File: src/rtl/uart_frame_receiver_pkg.sv
// uart_pkg: shared UART state encoding, bit timing helper and default frame width
package uart_pkg;
  typedef enum logic [2:0] {IDLE, START, DATA, STOP, BREAK_WAIT} rx_state_e;
  typedef struct packed {
    int clks_per_bit;
    int half_bit;
  } bit_timing_t;
  localparam int DEFAULT_NUM_DATA_BITS = 8;
  function automatic bit_timing_t bit_timing(input int clk_freq_hz, input int baud_rate);
    bit_timing_t t;
    t.clks_per_bit = clk_freq_hz / baud_rate;
    t.half_bit = t.clks_per_bit / 2;
    return t;
  endfunction
endpackage

File: src/rtl/uart_frame_receiver_sync.sv
// signal_synchronizer: two-flop synchronizer with configurable reset level
module signal_synchronizer #(
  parameter logic RESET_VAL = 1'b1
) (
  input  logic clk,
  input  logic rst,
  input  logic d,
  output logic q
);
  logic [1:0] sync_q;
  // shift the asynchronous input through two flops
  always_ff @(posedge clk)
    if (rst) sync_q <= {2{RESET_VAL}};
    else sync_q <= {sync_q[0], d};
  assign q = sync_q[1];
endmodule

File: src/rtl/uart_frame_receiver.sv
// uart_frame_receiver: mid-bit sampling 8N1-style UART receiver with framing check
module uart_frame_receiver
  import uart_pkg::*;
#(
  parameter int CLK_FREQ_HZ   = 12_000_000,
  parameter int BAUD_RATE     = 115_200,
  parameter int NUM_DATA_BITS = DEFAULT_NUM_DATA_BITS
) (
  input  logic                     sys_clk,
  input  logic                     rst,
  input  logic                     rx_in,
  output logic [NUM_DATA_BITS-1:0] data_out,
  output logic                     data_ready,
  output logic                     frame_error,
  output logic                     rx_busy
);
  localparam bit_timing_t TIMING = bit_timing(CLK_FREQ_HZ, BAUD_RATE);
  localparam int CPB = TIMING.clks_per_bit;
  localparam int HALF = TIMING.half_bit;
  localparam int CW = $clog2(CPB);
  localparam int IW = $clog2(NUM_DATA_BITS + 1);
  logic rx_s, bit_end, half_end;
  rx_state_e state_q, state_d;
  logic [CW-1:0] cnt_q, cnt_d;
  logic [IW-1:0] idx_q, idx_d;
  logic [NUM_DATA_BITS-1:0] shift_q, shift_d, data_q, data_d;
  logic ready_q, ready_d, ferr_q, ferr_d, busy_q, busy_d;
  signal_synchronizer #(.RESET_VAL(1'b1)) u_sync (
    .clk(sys_clk),
    .rst(rst),
    .d(rx_in),
    .q(rx_s)
  );
  // next-state logic: start validation at half bit, data/stop sampling at bit end
  always_comb begin
    state_d = state_q;
    cnt_d = cnt_q + 1'b1;
    idx_d = idx_q;
    shift_d = shift_q;
    data_d = data_q;
    ready_d = 1'b0;
    ferr_d = 1'b0;
    bit_end = cnt_q == CW'(CPB - 1);
    half_end = cnt_q == CW'(HALF - 1);
    case (state_q)
      IDLE: begin
        cnt_d = '0;
        state_d = rx_s ? IDLE : START;
      end
      START: if (half_end) begin
        cnt_d = '0;
        idx_d = '0;
        state_d = rx_s ? IDLE : DATA;
      end
      DATA: if (bit_end) begin
        cnt_d = '0;
        shift_d = {rx_s, shift_q[NUM_DATA_BITS-1:1]};
        idx_d = idx_q + 1'b1;
        state_d = (idx_q == IW'(NUM_DATA_BITS - 1)) ? STOP : DATA;
      end
      STOP: if (bit_end) begin
        cnt_d = '0;
        ready_d = rx_s;
        ferr_d = !rx_s;
        data_d = rx_s ? shift_q : data_q;
        state_d = rx_s ? IDLE : BREAK_WAIT;
      end
      BREAK_WAIT: begin
        cnt_d = '0;
        state_d = rx_s ? IDLE : BREAK_WAIT;
      end
      default: state_d = IDLE;
    endcase
    busy_d = (state_q != IDLE) && (state_d != IDLE);
  end
  // register FSM state, datapath and outputs
  always_ff @(posedge sys_clk)
    if (rst) begin
      state_q <= IDLE;
      cnt_q <= '0;
      idx_q <= '0;
      shift_q <= '0;
      data_q <= '0;
      ready_q <= 1'b0;
      ferr_q <= 1'b0;
      busy_q <= 1'b0;
    end else begin
      state_q <= state_d;
      cnt_q <= cnt_d;
      idx_q <= idx_d;
      shift_q <= shift_d;
      data_q <= data_d;
      ready_q <= ready_d;
      ferr_q <= ferr_d;
      busy_q <= busy_d;
    end
  assign data_out = data_q;
  assign data_ready = ready_q;
  assign frame_error = ferr_q;
  assign rx_busy = busy_q;
endmodule
File: config.mk
export PLATFORM = sky130hd
export DESIGN_NAME = uart_frame_receiver
export DESIGN_NICKNAME = d
export VERILOG_FILES = /design/src/rtl/uart_frame_receiver_pkg.sv /design/src/rtl/uart_frame_receiver_sync.sv /design/src/rtl/uart_frame_receiver.sv
export SDC_FILE = /design/constraint.sdc
export NUM_CORES = 1
export LEC_CHECK = 0
export ABC_AREA = 1
export CAP_MARGIN = 10
export CORE_MARGIN = 3
export CORE_UTILIZATION = 55
export DETAILED_ROUTE_END_ITERATION = 8
export PLACE_DENSITY = 0.77
export REMOVE_ABC_BUFFERS = 1
export SLEW_MARGIN = 20
export SYNTH_ARGS = -nofsm -noshare
export SYNTH_HDL_FRONTEND = slang
export SYNTH_HIERARCHICAL = 1
export SYNTH_SLANG_ARGS = --single-unit
File: constraint.sdc
create_clock -name sys_clk -period 1.7 [get_ports sys_clk]
set_input_delay 0.255 -clock sys_clk [delete_from_list [all_inputs] [get_ports sys_clk]]
set_output_delay 0.255 -clock sys_clk [all_outputs]
set_load 0.02 [all_outputs]
==> flow_summary.toml <==
[worst_setup_path]
cpMaxStageDelayCell = "clkdlybuf4s50_1"
setup.worst_path.class = "reg -> out"
cp_cell_sequence = "clkdlybuf4s50_1"
crit_required_ns = 1.44
cp-end-kind = "primary output"
r2r_end = "idx_q[2]"
worstPathArrival_ns = 1.33
cp-start-kind = "register"
r2r_start = "cnt_q[0]"
critPathBufInv = 1
worst_path_dominant_cell_family = "buffers and inverters"
reg2reg_depth = 8
critPathMaxStageDelay_ns = 0.62
r2r_slack_ns = 0.18
path_max_fanout = 2

[logic_synthesis]
ys_types = 30
synth-async-reset-ratio_pct = 0
synth-edff-count = 0
synth.top_cells.by_count = "dfxtp_1, nor2_1, inv_1"
synth_top_cell_by_area = "dfxtp_1"
yosysSeqAreaShare_pct = 46.4
yosysWarnings = 6
synth_top_area_share_pct = 46.4
avgSynthCellArea_sq_um = 7.70
synthTopCellsByArea = "dfxtp_1, nor2_1, inv_1"
syn_inst = 196
synthFlopType = "dfxtp_1"
synth_area_sq_um = 1510
ys_seq_elements = 35

[layout]
area_delta_synth_final_pct = 15.3
fin_cells = 246
nFillCells = 228
multi_input_area_sq_um = 677
drive_gt1_share_pct = 14.4
fin_nets = 220
antennaDiodeCount = 0
regArea_sq_um = 702

[timing]
tightestPinTransition_ns = 0.351
min_period_ns = 1.58
worst_clock_skew_ns = 0.00813
rsz0062_at_grt = "no"
finalSetupViolCount = 0
hold_viol_final = 0
maxSlewViolCount = 0
slew_headroom_pct = 76.3
max_clock_freq_mhz = 631
setup-tns-final_ns = 0
timing.final.crit_share_pct = 93.2

[power]
comb_power_share_pct = 5.6
irDropWorstVdd_mv = 0.765
p_sw_uw = 337
sw_frac_of_total_pct = 24.9
clkPwrFrac_pct = 32.5
seqPwrFrac_pct = 61.9
p_per_area_nw_per_um2 = 779
leakage_nw = 0.754
internal_power_mw = 1.02

[clock_tree]
insertion_delay_ns = 0.35
root_buffer = "clkbuf_4"
post_cts_resized = 0
cts_inserted_buffers = 5
cts_setup_buffers = 0
cts_tree = "built"
clk_path_buf_depth = 2
htree_levels = 2
clkSinkCount = 35
path_clk_slew_ns = 0.11
ctsHoldBuffers = 0

[run]
drv_cap = 0

[detailed_routing]
drt_iter0_drc = 29
drt-pass1-iter-count = 4
vias = 1246
ant_nets = 0
wl_mm = 2.89
wl_per_cell_um = 11.8
drc = 0
vias_per_cell = 5.07

[global_routing]
grt_pass1_vias = 1131
grt_pass1_wl_mm = 4.85
grt-ovfl-total = 0
grt_antenna_before_repair = 0
grt_max_degree = 19
gr-usage-all-layers_pct = 19.6

[floorplanning]
die_x_um = 58.4
ios = 14
initial_utilization_pct = 59.3
coreArea_sq_um = 2540
rows = 18
die_h_um = 58.4
fp.dieArea_sq_um = 3410

[hold_path]
hold_class = "in -> reg"
worstHoldPathCells = 3
hold_end = "u_sync/sync_q[0]"
min-delay-start = "rx_in"

[outcome]
outcome = "finished, final reports clean"

[placed_design]
dp_hpwl_mm = 2.09
place.gp.congestion = 0.885
io_buffers = 13
dp.cells = 238
registers in the layout (all words and copies together) (netlist names):
register       count
frame_error        1
shift_q            8
state_q            3
cnt_q              7
rx_busy            1
data_ready         1
data_out           8
idx_q              4
u_sync/sync_q      2
power groups by stage:
stage / clock, mW / combinational (mW) / sequential, mW
6_report: 0.440 / 0.0764 / 0.838
3_5_place_dp: 0 / 0.0732 / 0.855
5_1_grt: 0.485 / 0.0866 / 0.839
4_1_cts: 0.455 / 0.0741 / 0.837
2_1_floorplan: 0 / 0.0477 / 0.855
3_3_place_gp: 0 / 0.0705 / 0.855
cells by family (layout without fill, tap and decap cells):
family	Yosys count	after routing	share of synthesized area (%)
AO/OA/AOI/OAI	36	36	13.4
XOR/XNOR	3	3	1.74
adder cells (fa/ha/maj)	2	2	1.66
buffers and inverters	34	54	9.62
flip-flops	35	35	46.4
AND/OR/NAND/NOR	86	86	27.1
per-layer routing:
metal	part of all wire [%]	global-route usage, %
met5	0	0
met4	2.4	12.9
met3	5.2	7.24
met1	45	22.3
met2	47	30.5
worst min-delay path, delay by kind of cell:
| family | cells | cell delay, ns |
|---|---|---|
| buffers and inverters | 2 | 0.45 |
| AND/OR/NAND/NOR | 1 | 0.04 |
worst max path at each step:
stage           startpoint          end  slack (ns)  depth (start not counted)
2_1_floorplan     cnt_q[0]     idx_q[2]        0.16                          8
3_3_place_gp      cnt_q[0]  data_out[0]        0.14                          6
3_5_place_dp      cnt_q[0]  data_out[3]        0.04                          6
4_1_cts           cnt_q[0]  data_out[3]        0.03                          6
5_1_grt           cnt_q[0]     idx_q[0]        0.03                          8
6_report       data_out[6]  data_out[6]        0.12                          1
final cells by class:
type                            count  area share, %
Sequential cell                    35           40.4
Multi-Input combinational cell    127           38.9
Timing Repair Buffer               17           9.21
Inverter                           29           6.26
Clock buffer                        6           2.37
Tap cell                           30           2.16
Clock inverter                      2          0.719
cell usage in the layout (no fill, tap or decap), drive strengths merged, types with 2 or more instances in the layout:
cell | Yosys | routed
nand4 | 2 | 2
buf | 4 | 4
inv | 29 | 29
nand2 | 26 | 26
xor2 | 2 | 2
nor3 | 4 | 4
o21ai | 19 | 19
dfxtp | 35 | 35
clkbuf | 1 | 6
nand3 | 11 | 11
ha | 2 | 2
a21oi | 14 | 14
nor2 | 40 | 40
clkdlybuf4s50 | 0 | 13
metrics by stage:
| step | power [mW] | hold slack, ns | instance area, sq um | setup WS, ns | util [%] |
|---|---|---|---|---|---|
| 6_report | 1.35 | 0.423 | 1740 | 0.116 | 68.3 |
| 5_1_grt | 1.41 | 0.436 | 1740 | 0.0266 | 68.3 |
| 4_1_cts | 1.37 | 0.408 | 1720 | 0.0329 | 67.7 |
| 3_5_place_dp | 0.928 | 0.422 | 1670 | 0.0363 | 65.6 |
| 3_3_place_gp | 0.925 | 0.395 | 1670 | 0.141 | 65.6 |
| 2_1_floorplan | 0.902 | 0.317 | 1470 | 0.156 | - |
Note: power is estimated with default switching activity, not from simulation.
